`config.mk`:
```
export PLATFORM = sky130hd
export DESIGN_NAME = pipe_hazard_ctrl_flat
export DESIGN_NICKNAME = d
export VERILOG_FILES = /design/src/rtl/pipe_hazard_ctrl_if.sv /design/src/rtl/pipe_hazard_ctrl.sv /design/src/flat_wrapper.sv
export SDC_FILE = /design/constraint.sdc
export NUM_CORES = 1
export LEC_CHECK = 0
export CAP_MARGIN = 5
export CORE_MARGIN = 2
export CORE_UTILIZATION = 30
export CTS_CLUSTER_SIZE = 8
export DETAILED_ROUTE_END_ITERATION = 10
export MAX_ROUTING_LAYER = met4
export PLACE_DENSITY_LB_ADDON = 0.3
export SETUP_SLACK_MARGIN = 0.1
export SYNTH_ARGS = -nofsm -noshare
export SYNTH_HDL_FRONTEND = slang
export SYNTH_SLANG_ARGS = --single-unit
```
`constraint.sdc`:
```
create_clock -name clk -period 1.95 [get_ports clk]
set_input_delay 0.39 -clock clk [delete_from_list [all_inputs] [get_ports clk]]
set_output_delay 0.39 -clock clk [all_outputs]
set_load 0.005 [all_outputs]
```
`src/rtl/pipe_hazard_ctrl_if.sv`:
```
// Hazard-control bundle between the MIPS datapath (master) and the stall/flush
// sequencer (slave).
interface pipe_hazard_ctrl_if #(
  parameter int AW = 32
);
  logic [4:0]    id_rs;
  logic [4:0]    id_rt;
  logic          id_uses_rs;
  logic          id_uses_rt;
  logic          ex_memread;
  logic [4:0]    ex_rd;
  logic          mem_taken;
  logic [AW-1:0] mem_target;
  logic          icache_stall;
  logic          dcache_stall;

  logic          pc_en;
  logic          ifid_en;
  logic          idex_en;
  logic          exmem_en;
  logic          memwb_en;
  logic          ifid_flush;
  logic          idex_flush;
  logic          exmem_flush;
  logic          pc_redirect;
  logic [AW-1:0] redirect_pc;
  logic [31:0]   stall_cycles;
  logic [31:0]   flush_events;

  modport master (
    output id_rs, id_rt, id_uses_rs, id_uses_rt, ex_memread, ex_rd,
           mem_taken, mem_target, icache_stall, dcache_stall,
    input  pc_en, ifid_en, idex_en, exmem_en, memwb_en,
           ifid_flush, idex_flush, exmem_flush, pc_redirect, redirect_pc,
           stall_cycles, flush_events
  );

  modport slave (
    input  id_rs, id_rt, id_uses_rs, id_uses_rt, ex_memread, ex_rd,
           mem_taken, mem_target, icache_stall, dcache_stall,
    output pc_en, ifid_en, idex_en, exmem_en, memwb_en,
           ifid_flush, idex_flush, exmem_flush, pc_redirect, redirect_pc,
           stall_cycles, flush_events
  );
endinterface

```
`src/rtl/pipe_hazard_ctrl.sv`:
```
// Stall/flush sequencer for the five-stage pipeline; defers redirects blocked by the I-cache.
// Optional performance counters are built when PIPE_HAZARD_PERF_EN is defined.
module pipe_hazard_ctrl #(
  parameter int AW = 32
) (
  input logic               clk,
  input logic               rst,
  pipe_hazard_ctrl_if.slave i_hz
);

  typedef enum logic {RUN, PEND} state_t;

  state_t        r_state;
  state_t        w_state_next;
  logic [AW-1:0] r_pend_pc;
  logic [AW-1:0] w_pend_pc_next;

  logic          w_lu;
  logic          w_pc_en;
  logic          w_ifid_en;
  logic          w_idex_en;
  logic          w_exmem_en;
  logic          w_memwb_en;
  logic          w_ifid_flush;
  logic          w_idex_flush;
  logic          w_exmem_flush;
  logic          w_pc_redirect;
  logic [AW-1:0] w_redirect_pc;

  assign w_lu = i_hz.ex_memread && (i_hz.ex_rd != 5'd0) &&
                ((i_hz.id_uses_rs && (i_hz.ex_rd == i_hz.id_rs)) ||
                 (i_hz.id_uses_rt && (i_hz.ex_rd == i_hz.id_rt)));

  always_ff @(posedge clk or posedge rst) begin
    if (rst) begin
      r_state   <= RUN;
      r_pend_pc <= '0;
    end else begin
      r_state   <= w_state_next;
      r_pend_pc <= w_pend_pc_next;
    end
  end

  // Fixed priority: D-cache freeze, redirect in RUN, pending redirect, load-use, I-cache stall.
  always_comb begin
    w_state_next   = r_state;
    w_pend_pc_next = r_pend_pc;
    w_pc_en        = 1'b1;
    w_ifid_en      = 1'b1;
    w_idex_en      = 1'b1;
    w_exmem_en     = 1'b1;
    w_memwb_en     = 1'b1;
    w_ifid_flush   = 1'b0;
    w_idex_flush   = 1'b0;
    w_exmem_flush  = 1'b0;
    w_pc_redirect  = 1'b0;
    w_redirect_pc  = (r_state == PEND) ? r_pend_pc : i_hz.mem_target;

    if (rst) begin
      w_pc_en    = 1'b0;
      w_ifid_en  = 1'b0;
      w_idex_en  = 1'b0;
      w_exmem_en = 1'b0;
      w_memwb_en = 1'b0;
    end else if (i_hz.dcache_stall) begin
      w_pc_en    = 1'b0;
      w_ifid_en  = 1'b0;
      w_idex_en  = 1'b0;
      w_exmem_en = 1'b0;
      w_memwb_en = 1'b0;
    end else if ((r_state == RUN) && i_hz.mem_taken) begin
      w_ifid_flush  = 1'b1;
      w_idex_flush  = 1'b1;
      w_exmem_flush = 1'b1;
      if (!i_hz.icache_stall) begin
        w_pc_redirect = 1'b1;
      end else begin
        w_pc_en        = 1'b0;
        w_pend_pc_next = i_hz.mem_target;
        w_state_next   = PEND;
      end
    end else if (r_state == PEND) begin
      // The fetch slot behind a pending redirect is wrong-path, so it is always bubbled.
      w_ifid_flush = 1'b1;
      if (i_hz.icache_stall) begin
        w_pc_en = 1'b0;
      end else begin
        w_pc_redirect = 1'b1;
        w_state_next  = RUN;
      end
    end else if (w_lu) begin
      w_pc_en      = 1'b0;
      w_ifid_en    = 1'b0;
      w_idex_flush = 1'b1;
    end else if (i_hz.icache_stall) begin
      w_pc_en      = 1'b0;
      w_ifid_flush = 1'b1;
    end
  end

  assign i_hz.pc_en       = w_pc_en;
  assign i_hz.ifid_en     = w_ifid_en;
  assign i_hz.idex_en     = w_idex_en;
  assign i_hz.exmem_en    = w_exmem_en;
  assign i_hz.memwb_en    = w_memwb_en;
  assign i_hz.ifid_flush  = w_ifid_flush;
  assign i_hz.idex_flush  = w_idex_flush;
  assign i_hz.exmem_flush = w_exmem_flush;
  assign i_hz.pc_redirect = w_pc_redirect;
  assign i_hz.redirect_pc = w_redirect_pc;

`ifdef PIPE_HAZARD_PERF_EN
  logic [31:0] r_stall_cycles;
  logic [31:0] r_flush_events;

  always_ff @(posedge clk or posedge rst) begin
    if (rst) begin
      r_stall_cycles <= '0;
      r_flush_events <= '0;
    end else begin
      if (!w_pc_en)
        r_stall_cycles <= r_stall_cycles + 32'd1;
      if (w_ifid_flush || w_idex_flush || w_exmem_flush)
        r_flush_events <= r_flush_events + 32'd1;
    end
  end

  assign i_hz.stall_cycles = r_stall_cycles;
  assign i_hz.flush_events = r_flush_events;
`else
  assign i_hz.stall_cycles = 32'd0;
  assign i_hz.flush_events = 32'd0;
`endif

endmodule

```
`src/flat_wrapper.sv`:
```
// flat-port wrapper written by rule: the top's interface ports become plain ports
module pipe_hazard_ctrl_flat 
#(
  parameter int AW = 32
)
  (clk, rst, i_hz_id_rs, i_hz_id_rt, i_hz_id_uses_rs, i_hz_id_uses_rt, i_hz_ex_memread, i_hz_ex_rd, i_hz_mem_taken, i_hz_mem_target, i_hz_icache_stall, i_hz_dcache_stall, i_hz_pc_en, i_hz_ifid_en, i_hz_idex_en, i_hz_exmem_en, i_hz_memwb_en, i_hz_ifid_flush, i_hz_idex_flush, i_hz_exmem_flush, i_hz_pc_redirect, i_hz_redirect_pc, i_hz_stall_cycles, i_hz_flush_events);
  pipe_hazard_ctrl_if #(.AW(AW)) i_hz_i ();
  input logic clk;
  input logic rst;
  input wire logic [$bits(i_hz_i.id_rs)-1:0] i_hz_id_rs;
  input wire logic [$bits(i_hz_i.id_rt)-1:0] i_hz_id_rt;
  input wire logic [$bits(i_hz_i.id_uses_rs)-1:0] i_hz_id_uses_rs;
  input wire logic [$bits(i_hz_i.id_uses_rt)-1:0] i_hz_id_uses_rt;
  input wire logic [$bits(i_hz_i.ex_memread)-1:0] i_hz_ex_memread;
  input wire logic [$bits(i_hz_i.ex_rd)-1:0] i_hz_ex_rd;
  input wire logic [$bits(i_hz_i.mem_taken)-1:0] i_hz_mem_taken;
  input wire logic [$bits(i_hz_i.mem_target)-1:0] i_hz_mem_target;
  input wire logic [$bits(i_hz_i.icache_stall)-1:0] i_hz_icache_stall;
  input wire logic [$bits(i_hz_i.dcache_stall)-1:0] i_hz_dcache_stall;
  output wire logic [$bits(i_hz_i.pc_en)-1:0] i_hz_pc_en;
  output wire logic [$bits(i_hz_i.ifid_en)-1:0] i_hz_ifid_en;
  output wire logic [$bits(i_hz_i.idex_en)-1:0] i_hz_idex_en;
  output wire logic [$bits(i_hz_i.exmem_en)-1:0] i_hz_exmem_en;
  output wire logic [$bits(i_hz_i.memwb_en)-1:0] i_hz_memwb_en;
  output wire logic [$bits(i_hz_i.ifid_flush)-1:0] i_hz_ifid_flush;
  output wire logic [$bits(i_hz_i.idex_flush)-1:0] i_hz_idex_flush;
  output wire logic [$bits(i_hz_i.exmem_flush)-1:0] i_hz_exmem_flush;
  output wire logic [$bits(i_hz_i.pc_redirect)-1:0] i_hz_pc_redirect;
  output wire logic [$bits(i_hz_i.redirect_pc)-1:0] i_hz_redirect_pc;
  output wire logic [$bits(i_hz_i.stall_cycles)-1:0] i_hz_stall_cycles;
  output wire logic [$bits(i_hz_i.flush_events)-1:0] i_hz_flush_events;
  assign i_hz_i.id_rs = i_hz_id_rs;
  assign i_hz_i.id_rt = i_hz_id_rt;
  assign i_hz_i.id_uses_rs = i_hz_id_uses_rs;
  assign i_hz_i.id_uses_rt = i_hz_id_uses_rt;
  assign i_hz_i.ex_memread = i_hz_ex_memread;
  assign i_hz_i.ex_rd = i_hz_ex_rd;
  assign i_hz_i.mem_taken = i_hz_mem_taken;
  assign i_hz_i.mem_target = i_hz_mem_target;
  assign i_hz_i.icache_stall = i_hz_icache_stall;
  assign i_hz_i.dcache_stall = i_hz_dcache_stall;
  assign i_hz_pc_en = i_hz_i.pc_en;
  assign i_hz_ifid_en = i_hz_i.ifid_en;
  assign i_hz_idex_en = i_hz_i.idex_en;
  assign i_hz_exmem_en = i_hz_i.exmem_en;
  assign i_hz_memwb_en = i_hz_i.memwb_en;
  assign i_hz_ifid_flush = i_hz_i.ifid_flush;
  assign i_hz_idex_flush = i_hz_i.idex_flush;
  assign i_hz_exmem_flush = i_hz_i.exmem_flush;
  assign i_hz_pc_redirect = i_hz_i.pc_redirect;
  assign i_hz_redirect_pc = i_hz_i.redirect_pc;
  assign i_hz_stall_cycles = i_hz_i.stall_cycles;
  assign i_hz_flush_events = i_hz_i.flush_events;
  pipe_hazard_ctrl #(.AW(AW)) u_core (.clk(clk), .rst(rst), .i_hz(i_hz_i));
endmodule
```
# [After elaboration in Yosys (flattened, before gate mapping)]
# Index checks and enable logic that the tools add are counted.
[op_classes] n_reduce_logical=9 n_eq_ne=3 mux=35 bitwise_logic=3
[op_table] op="two-way mux 1 bit" count=34
[op_table] op="two-way mux 32 bit" count=1
[op_table] op="equality test 5 bit" count=2
[op_table] op="logical AND 1 bit" count=5
[op_table] op="nonzero test 5 bit" count=1
[op_table] op="AND reduction 4 bit" count=1
[op_table] op="NOT 1 bit" count=3
[op_table] op="AND reduction 3 bit" count=1
[op_table] op="inequality test 2 bit (second input constant)" count=1
[op_table] op="logical OR 1 bit" count=1
[word_totals] in_bits=55 word_cells=52 reg_bits=33

# [Longest topological paths before layout]
# Gate-level depths: netlist of the first run.
[logic_depth] ltp_word=9 ltp_mapped=6 ltp_nobuf=5

# [Worst setup path before layout of the first run]
# OpenSTA, ideal clock, no wires.
[synth_timing] path_kind="input -> output" startpoint="input i_hz_ex_rd[0]" endpoint="output i_hz_ifid_en" cell_stages=4 setup_slack_ns=0.237 t_required_ns=1.560 arrival_ns=1.323 path_cell_list="or4_1 > o21ai_0 > a21oi_1 > a21boi_0"
[synth_between] elab_chain_len=9 elab_cells_between_ends=13 cone_classes="eq/ne (2); mux (5); reduce/logical (6)"
[synth_lines] element="start: declaration" line_no="flat_wrapper.sv:15" source="input wire logic [$bits(i_hz_i.ex_rd)-1:0] i_hz_ex_rd;"
[synth_lines] element="equality test 5 bit (on tied branches)" line_no="pipe_hazard_ctrl.sv:31, pipe_hazard_ctrl.sv:32"
[synth_lines] element="logical AND 1 bit (on tied branches)" line_no="pipe_hazard_ctrl.sv:31, pipe_hazard_ctrl.sv:32"
[synth_lines] element="logical OR 1 bit" line_no="pipe_hazard_ctrl.sv:31" source="((i_hz.id_uses_rs && (i_hz.ex_rd == i_hz.id_rs)) ||"
[synth_lines] element="logical AND 1 bit *" line_no="pipe_hazard_ctrl.sv:30" source="assign w_lu = i_hz.ex_memread && (i_hz.ex_rd != 5'd0) &&"
[synth_lines] element="two-way mux 1 bit *" line_no="pipe_hazard_ctrl.sv:91" source="end else if (w_lu) begin"
[synth_lines] element="two-way mux 1 bit *" line_no="pipe_hazard_ctrl.sv:82" source="end else if (r_state == PEND) begin"
[synth_lines] element="two-way mux 1 bit *" line_no="pipe_hazard_ctrl.sv:71" source="end else if ((r_state == RUN) && i_hz.mem_taken) begin"
[synth_lines] element="two-way mux 1 bit *" line_no="pipe_hazard_ctrl.sv:65" source="end else if (i_hz.dcache_stall) begin"
[synth_lines] element="two-way mux 1 bit *" line_no="pipe_hazard_ctrl.sv:59" source="if (rst) begin"
[synth_lines] element="end: declaration" line_no="flat_wrapper.sv:21" source="output wire logic [$bits(i_hz_i.ifid_en)-1:0] i_hz_ifid_en;"
# Every way passes the cells marked *; elsewhere a longest branch is shown, timed or not.

# [Worst setup path after layout of the first run]
[layout_timing] startpoint="input i_hz_ex_rd[4]" endpoint="output i_hz_idex_flush"
[layout_between] elab_chain_len=9 elab_cells_between_ends=13 cone_classes="eq/ne (2); mux (5); reduce/logical (6)"
[layout_lines] element="equality test 5 bit (on tied branches)" line_no="pipe_hazard_ctrl.sv:31, pipe_hazard_ctrl.sv:32"
[layout_lines] element="logical AND 1 bit (on tied branches)" line_no="pipe_hazard_ctrl.sv:31, pipe_hazard_ctrl.sv:32"
[layout_lines] element="logical OR 1 bit" line_no="pipe_hazard_ctrl.sv:31"
[layout_lines] element="logical AND 1 bit *" line_no="pipe_hazard_ctrl.sv:30"
[layout_lines] element="two-way mux 1 bit *" line_no="pipe_hazard_ctrl.sv:91"
[layout_lines] element="two-way mux 1 bit *" line_no="pipe_hazard_ctrl.sv:82"
[layout_lines] element="two-way mux 1 bit *" line_no="pipe_hazard_ctrl.sv:71"
[layout_lines] element="two-way mux 1 bit *" line_no="pipe_hazard_ctrl.sv:65"
[layout_lines] element="two-way mux 1 bit *" line_no="pipe_hazard_ctrl.sv:59"
[layout_lines] element="end: declaration" line_no="flat_wrapper.sv:26" source="output wire logic [$bits(i_hz_i.idex_flush)-1:0] i_hz_idex_flush;"
# Marks and branches as above.

==> summary.txt, run 1 <==
Outcome
  – Status: finished, violations left
  – Failing checks: negative setup slack

Route
  – Wire per inst: 13.6 um
  – 1st-iter DRT viols: 30
  – Via count: 1,733
  – TritonRoute pass-1 iters: 3
  – Drc violations: 0
  – Final wirelength: 5.86 mm
  – Routed Antenna Nets: 0
  – DR vias/cell: 4.02

Finish
  – Fin nets: 385
  – Share of layout cells above drive strength 1: 51.1%
  – Syn-to-layout area delta: 54.8%
  – Diodes inserted: 0
  – Finished Core Util: 48.5%

Power
  – Power per Cell Area: about 700 mW/mm^2
  – Pwr Total: 0.00266 W
  – Worst vdd ir: 382 uV
  – Leak: roughly 1.9 nW

Synthesis
  – Netlist cell types: 25
  – Synth Instances: 203
  – Post-Synth XOR/XNOR Area: under 10%
  – Post-synth top flop: dfrtp_1
  – Post-synth EDFFs: 0
  – Compound-Gate Fraction of Synth Area: 2.04%
  – #FFs+latches synth: 33
  – Synth async-reset ratio: 100%
  – Simple-gate portion of the synthesized area: 3.63%
  – Largest family of logic cells by synthesized area: multiplexers
  – Yosys warnings: 0
  – Sequential area share after synthesis: 33.7%
  – Post-synthesis mux area share: 34.0%
  – Syn_area_per_cell: 12.1 sq um
  – Adder-Cell Fraction of Synth Area: 0%
  – Post-Syn Area: 0.00245 sq mm

Timing
  – Final WS setup: -0.0835 ns
  – Final worst path period need: 2.03 ns
  – RSZ-0062 raised after global routing: true
  – Final period utilization: 104%
  – Setup TNS: -0.171 ns
  – Final setup vio count: 3
  – Max Slew Vio Count: 0
  – Max Clk Rate: 0.492 GHz
  – Clock Skews: 0.00269 ns
  – Fin. Hold Viols: 0

Die
  – Area of the core: 0.00781 sq mm
  – Rows: 32
  – Boundary Pins: 160
  – Die width: 94.3 um
  – Initial cell density of the core: 31.3%
  – Die ar.: about 0.0089 sq mm
  – Die boundary height: roughly 94 um

Clock network
  – CTS Sinks: 33
  – Clk buf depth: 2
  – CTS tree: done
  – Cts bufs inserted: 5
  – H-tree levels: 2
  – Clk root buf: clkbuf_8
  – Clk_lat worst skew: 0.27 ns
  – Reg clk slew, reported paths: 0.06 ns

Global routing
  – First-pass GRT wire length: about 8.7 mm
  – Vias in the first global route: 1,708
  – Largest net degree at the start of global routing: 23
  – GRT Overall Usage: 13.1%
  – GRT overflow: 0
  – Initial antenna violation count: 0

Placement
  – Input/output buffers: 95
  – Worst slack at placement: -0.837 ns
  – GP Congestion: 0.924
  – Final HPWL DP: 3.95 mm

Worst setup path
  – Buf+Inv Stages, Crit Path: 3
  – CP arrival: 1.64 ns
  – Worst Setup End Kind: output port
  – CP Max Fanout: 3
  – Worst R2R End: u_core.r_pend_pc[10]$_DFFE_PP0P_
  – R2R setup slack: 0.11 ns
  – Startpoint types: input port
  – Worst Path Class, Setup: input port to output port
  – CP startpoint: i_hz_ex_rd[4]
  – Worst r2r path cells: 8
  – Max stage delay on crit path: around 0.53 ns
  – Worst path slowest cell: or4_4
  – Worst r2r src: u_core.r_state$_DFFE_PP0P_
  – Worst-path cell chain: buf_6 -> or4_4 -> o21ai_2 -> a21oi_2 -> buf_4 -> o21a_1 -> buf_2
  – Critical path data required time: 1.56 ns
  – CP top delay family: simple AND/OR/NAND/NOR gates

Flow run
  – MaxCap Viol Count: 0

Worst hold path
  – HP Class: input port to async pin
[layer usage]
metal / track usage, % / vias up / wire length [um] / part of all wire (%)
met5: - / - / 0 / 0
met4: 4.35 / 0 / 88 / 1.5
li1: - / 813 / - / -
met1: 15.7 / 819 / 2400 / 41
met3: 2.65 / 11 / 377 / 6.4
met2: 22.1 / 90 / 2990 / 51
[state kept, by name, indices dropped and copies added, names as in the netlist]
signal	cells
u_core.r_pend_pc	32
u_core.r_state	1
[where the power goes]
group / internal, W / switching [W]
sequential: 0.000854 / 0.0000972
combinational: 0.000858 / 0.000385
clock: 0.000235 / 0.000231
total: 0.00195 / 0.000713
[stage by stage]
stage | area [sq um] | instances | hold slack (ns)
after floorplan | 2680 | 266 | 0.474
after global placement | 3370 | 406 | 0.483
after detailed placement | 3370 | 406 | 0.488
after CTS | 3680 | 430 | 0.460
after global routing | 3790 | 431 | 0.489
final | 3790 | 431 | 0.440
[worst reg2reg max path: stages, from the launching register on]
cell	delay, ns
dfrtp_2	0.43
buf_6	0.14
buf_16	0.13
nor3_4	0.19
and2_4	0.18
buf_6	0.11
nand2_8	0.07
clkbuf_16	0.18
mux2_4	0.30
[worst max-delay path by stage]
| stage | endpoint | depth (start not counted) |
|---|---|---|
| floorplan | i_hz_ifid_en | 4 |
| global placement | i_hz_pc_en | 6 |
| detailed placement | i_hz_ifid_en | 6 |
| CTS | i_hz_idex_flush | 7 |
| global route | i_hz_idex_flush | 8 |
| finish | i_hz_idex_flush | 7 |
[area by class of cell]
| cell class | instances | area (sq um) |
|---|---|---|
| fill | 739 | 4020 |
| multi-input combinational | 159 | 1430 |
| timing repair buffer | 130 | 1320 |
| sequential | 33 | 827 |
| tap | 102 | 128 |
| clock buffer | 5 | 68.8 |
| clock inverter | 1 | 5.00 |
| inverter | 1 | 3.75 |
[cell usage after synthesis (2+ instances only)]
cell / instances / share of area [%]
a21oi_1: 3 / 0.61
nand3_1: 2 / 0.41
dfrtp_1: 33 / 34
buf_6: 4 / 1.8
nor4_1: 2 / 0.51
mux2_4: 30 / 18
xnor2_1: 2 / 0.72
xor2_1: 8 / 2.9
buf_2: 2 / 0.41
buf_4: 66 / 20
nor2_1: 3 / 0.46
mux2_2: 34 / 16
a21boi_0: 2 / 0.61
[cell usage in the layout (no fill, tap or decap), types with 5 or more instances in the layout]
| cell type | synthesis | layout |
|---|---|---|
| buf_12 | 0 | 8 |
| clkdlybuf4s50_1 | 0 | 41 |
| mux2_2 | 34 | 14 |
| clkbuf_8 | 0 | 5 |
| mux2_4 | 30 | 50 |
| buf_6 | 4 | 30 |
| conb_1 | 1 | 64 |
| dfrtp_1 | 33 | 32 |
| xor2_1 | 8 | 7 |
| buf_4 | 66 | 16 |
| buf_2 | 2 | 16 |
| clkbuf_2 | 0 | 9 |
[cell families after synthesis]
group,count (synthesis)
other,1
AO/OA/AOI/OAI,8
AND/OR/NAND/NOR,13
multiplexers,64
flip-flops,33
XOR/XNOR,10
buffers and inverters,74
[repair_timing]
action / 4_1_cts / 5_1_grt
setup endpoints to repair: 41 / 63
pin swaps: 20 / 12
hold buffers: 0 / 0
gates cloned: 4 / 2
buffers inserted: 14 / 3
resized for setup: 234 / 41
Note: power is estimated with default switching activity, not from simulation.
==> inputs of run 2 (changes only) <==
CORE_UTILIZATION = 37   (was 30)
SLEW_MARGIN = 40   (was default)
==> run 2 against run 1 <==
  * Worst setup slack better by 0.068 ns
  * Total power up 1.7%
  * Hold slack better by 0.026 ns
  * Routed wire length about the same
  * The flow still finishes with violations (negative setup slack)
  * Combinational power about the same
  * Final area up 0.69%
  * Clock power up 4%
==> summary.txt, run 2 (synthesis gave the netlist of run 1 again) <==
Outcome
  – Status: finished, violations left
  – Failing checks: negative setup slack

Worst setup path
  – Critical path data required time: 1.56 ns (about the same)
  – CP arrival: 1.58 ns (-0.06 ns)
  – Worst Path Class, Setup: input port to output port
  – Worst Setup End Kind: output port
  – Startpoint types: input port
  – CP Max Fanout: 4 (+1)

Route
  – Via count: 1,733 (unchanged)
  – Final wirelength: 5.86 mm (about the same)
  – Drc violations: 0 (unchanged)
  – TritonRoute pass-1 iters: 4 (+1)
  – DR vias/cell: 4.23 (+5.1%)
  – Routed Antenna Nets: 0 (unchanged)
  – Wire per inst: 14.3 um (+5.2%)
  – 1st-iter DRT viols: 23 (-23%)

Finish
  – Most frequent cells in the layout: conb_1 (64), mux2_4 (53), clkdlybuf4s50_1 (36)
  – Diodes inserted: 0 (unchanged)
  – # fillers: 557 (-25%)
  – Max FFs per register: 32 (unchanged)
  – Share of layout cells above drive strength 1: 51.1% (about the same)
  – Fin nets: 387 (+0.52%)
  – Syn-to-layout area delta: 55.8%
  – Top reg by flops: u_core.r_pend_pc
  – Largest regs: u_core.r_pend_pc: 32 flops, u_core.r_state: 1 flops
  – Most common cell after layout, fill and taps aside: conb_1
  – Final non-filler cell total: 410 (-4.9%)

Clock network
  – Clk_lat worst skew: 0.28 ns (about the same)
  – H-tree levels: 2 (unchanged)
  – Cts bufs inserted: 5 (unchanged)
  – Clk buf depth: 2 (unchanged)
  – Hold buffers post-CTS: 0 (unchanged)
  – Clk root buf: clkbuf_8
  – CTS tree: done
  – Reg clk slew, reported paths: 0.07 ns (about the same)
  – CTS Sinks: 33 (unchanged)

Die
  – Boundary Pins: 160 (unchanged)
  – Die width: 85.3 um (-9.5%)
  – Initial cell density of the core: 38.3% (+7.0 points)
  – Die ar.: 0.00728 sq mm (-18%)
  – Rows: 29 (-9.4%)
  – Area of the core: 0.00639 sq mm (-18%)
  – Die boundary height: 85.3 um (-9.5%)

Global routing
  – Layer with the highest usage: met2
  – Vias in the first global route: 1,770 (+3.6%)
  – Largest net degree at the start of global routing: 21 (-8.7%)
  – GRT overflow: 0 (unchanged)
  – Initial antenna violation count: 0 (unchanged)
  – First-pass GRT wire length: 8.83 mm (+2.0%)
  – GR Layer Usage met1: 19.9% (+4.2 points)
  – GRT Overall Usage: 16.0% (+2.9 points)
  – Routing usage on met2: 25.1% (+3.0 points)
  – M3 GR Usage: 4.67% (+2.0 points)

Timing
  – Clock Skews: 0.00475 ns (+0.00206 ns)
  – Final setup vio count: 3 (unchanged)
  – Final WS setup: -0.0157 ns (+0.0679 ns)
  – Final period utilization: 101% (-3.5 points)
  – Final worst path period need: 1.97 ns (-0.0679 ns)
  – RSZ-0062 raised after global routing: true
  – Hold WS: 0.466 ns (+0.0260 ns)
  – Max Slew Vio Count: 0 (unchanged)
  – Max Clk Rate: 0.509 GHz (+3.5%)
  – Setup TNS: -0.0308 ns (+0.140 ns)
  – Fin. Hold Viols: 0 (unchanged)

Power
  – Comb pwr share: 47.1% (+0.4 points)
  – Sw power: 0.000730 W (+2.3%)
  – Switch share: 27.0% (+0.17 points)
  – Leak: 2.01 nW (+4.1%)
  – Cell-internal power: 0.00197 W (+1.4%)
  – Power per Cell Area: 709 mW/mm^2 (+0.98%)
  – Clock group share of total power: 17.9% (+0.4 points)
  – Register share of total power: 35.1% (-0.7 points)
  – Worst vdd ir: 407 uV (+6.5%)

Placement
  – Final HPWL DP: 3.75 mm (-5.1%)
  – GP Congestion: 0.793 (-14%)
  – DP Cell Count: 381 (-6.2%)
  – Input/output buffers: 95 (unchanged)

Flow run
  – MaxCap Viol Count: 0 (unchanged)

Worst hold path
  – HP Class: input port to async pin
run 2: cell types whose count changed in the layout (fill, tap and decap cells not counted), sizes merged:
cell	previous run	this run
buf	73	82
clkdlybuf4s50	41	36
clkbuf	16	10
dlygate4sd2	2	5
dlymetal6s2s	0	3
clkdlybuf4s15	3	2
clkinv	1	2
run 2: through the flow:
step	utilization, %	total power [W]	cell area, sq um	setup WS (ns)
2_1_floorplan	-	0.00157	2680	0.237
3_3_place_gp	52.2	0.00197	3330	-0.761
3_5_place_dp	52.2	0.00198	3330	-0.835
4_1_cts	57.9	0.00272	3700	-0.0247
5_1_grt	59.7	0.00288	3810	-0.176
6_report	59.7	0.00270	3810	-0.0157
run 2: per-layer routing:
| layer | part of all wire [%] | wire [um] |
|---|---|---|
| met2 | 50 | 2940 |
| met3 | 6.6 | 386 |
| met5 | 0 | 0 |
| met4 | 1.5 | 89 |
| met1 | 42 | 2450 |
run 2: cell type report:
class,instances,area (sq um),share of cell area [%]
multi-input combinational,159,1450,37.9
timing repair buffer,132,1360,35.6
clock buffer,6,72.6,1.90
inverter,1,3.75,0.0984
tap,77,96.3,2.53
clock inverter,2,10.0,0.262
sequential,33,827,21.7
run 2: worst max-delay path, stage by stage:
cell	delay, ns
buf_2	0.12
or4_4	0.51
o21ai_2	0.20
a21oi_4	0.06
o21a_1	0.17
buf_2	0.12
run 2: repair_timing:
| action | 4_1_cts | 5_1_grt |
|---|---|---|
| pin swaps | 25 | 9 |
| cloned | 3 | 4 |
| resized for setup | 273 | 13 |
| setup buffers | 14 | 1 |
| endpoints found under the setup margin | 41 | 71 |
run 2: power groups by stage:
stage | Combinational, W | Clock (W) | Sequential (W)
3_5_place_dp | 0.00104 | 0 | 0.000944
6_report | 0.00127 | 0.000483 | 0.000949
2_1_floorplan | 0.000649 | 0 | 0.000920
5_1_grt | 0.00136 | 0.000547 | 0.000970
3_3_place_gp | 0.00103 | 0 | 0.000942
4_1_cts | 0.00127 | 0.000507 | 0.000944
run 2: worst paths after layout:
path	startpoint	endpoint	slack, ns	cells past startpoint
setup reg to reg	u_core.r_state$_DFFE_PP0P_	u_core.r_pend_pc[11]$_DFFE_PP0P_	0.07	9
hold / removal	rst	u_core.r_pend_pc[17]$_DFFE_PP0P_	0.47	4
min in group clk	u_core.r_pend_pc[5]$_DFFE_PP0P_	u_core.r_pend_pc[5]$_DFFE_PP0P_	0.51	1
max in group asynchronous	rst	u_core.r_state$_DFFE_PP0P_	1.22	4
hold reg to reg	u_core.r_pend_pc[5]$_DFFE_PP0P_	u_core.r_pend_pc[5]$_DFFE_PP0P_	0.51	1
setup / recovery	i_hz_ex_rd[3]	i_hz_idex_flush	-0.02	6
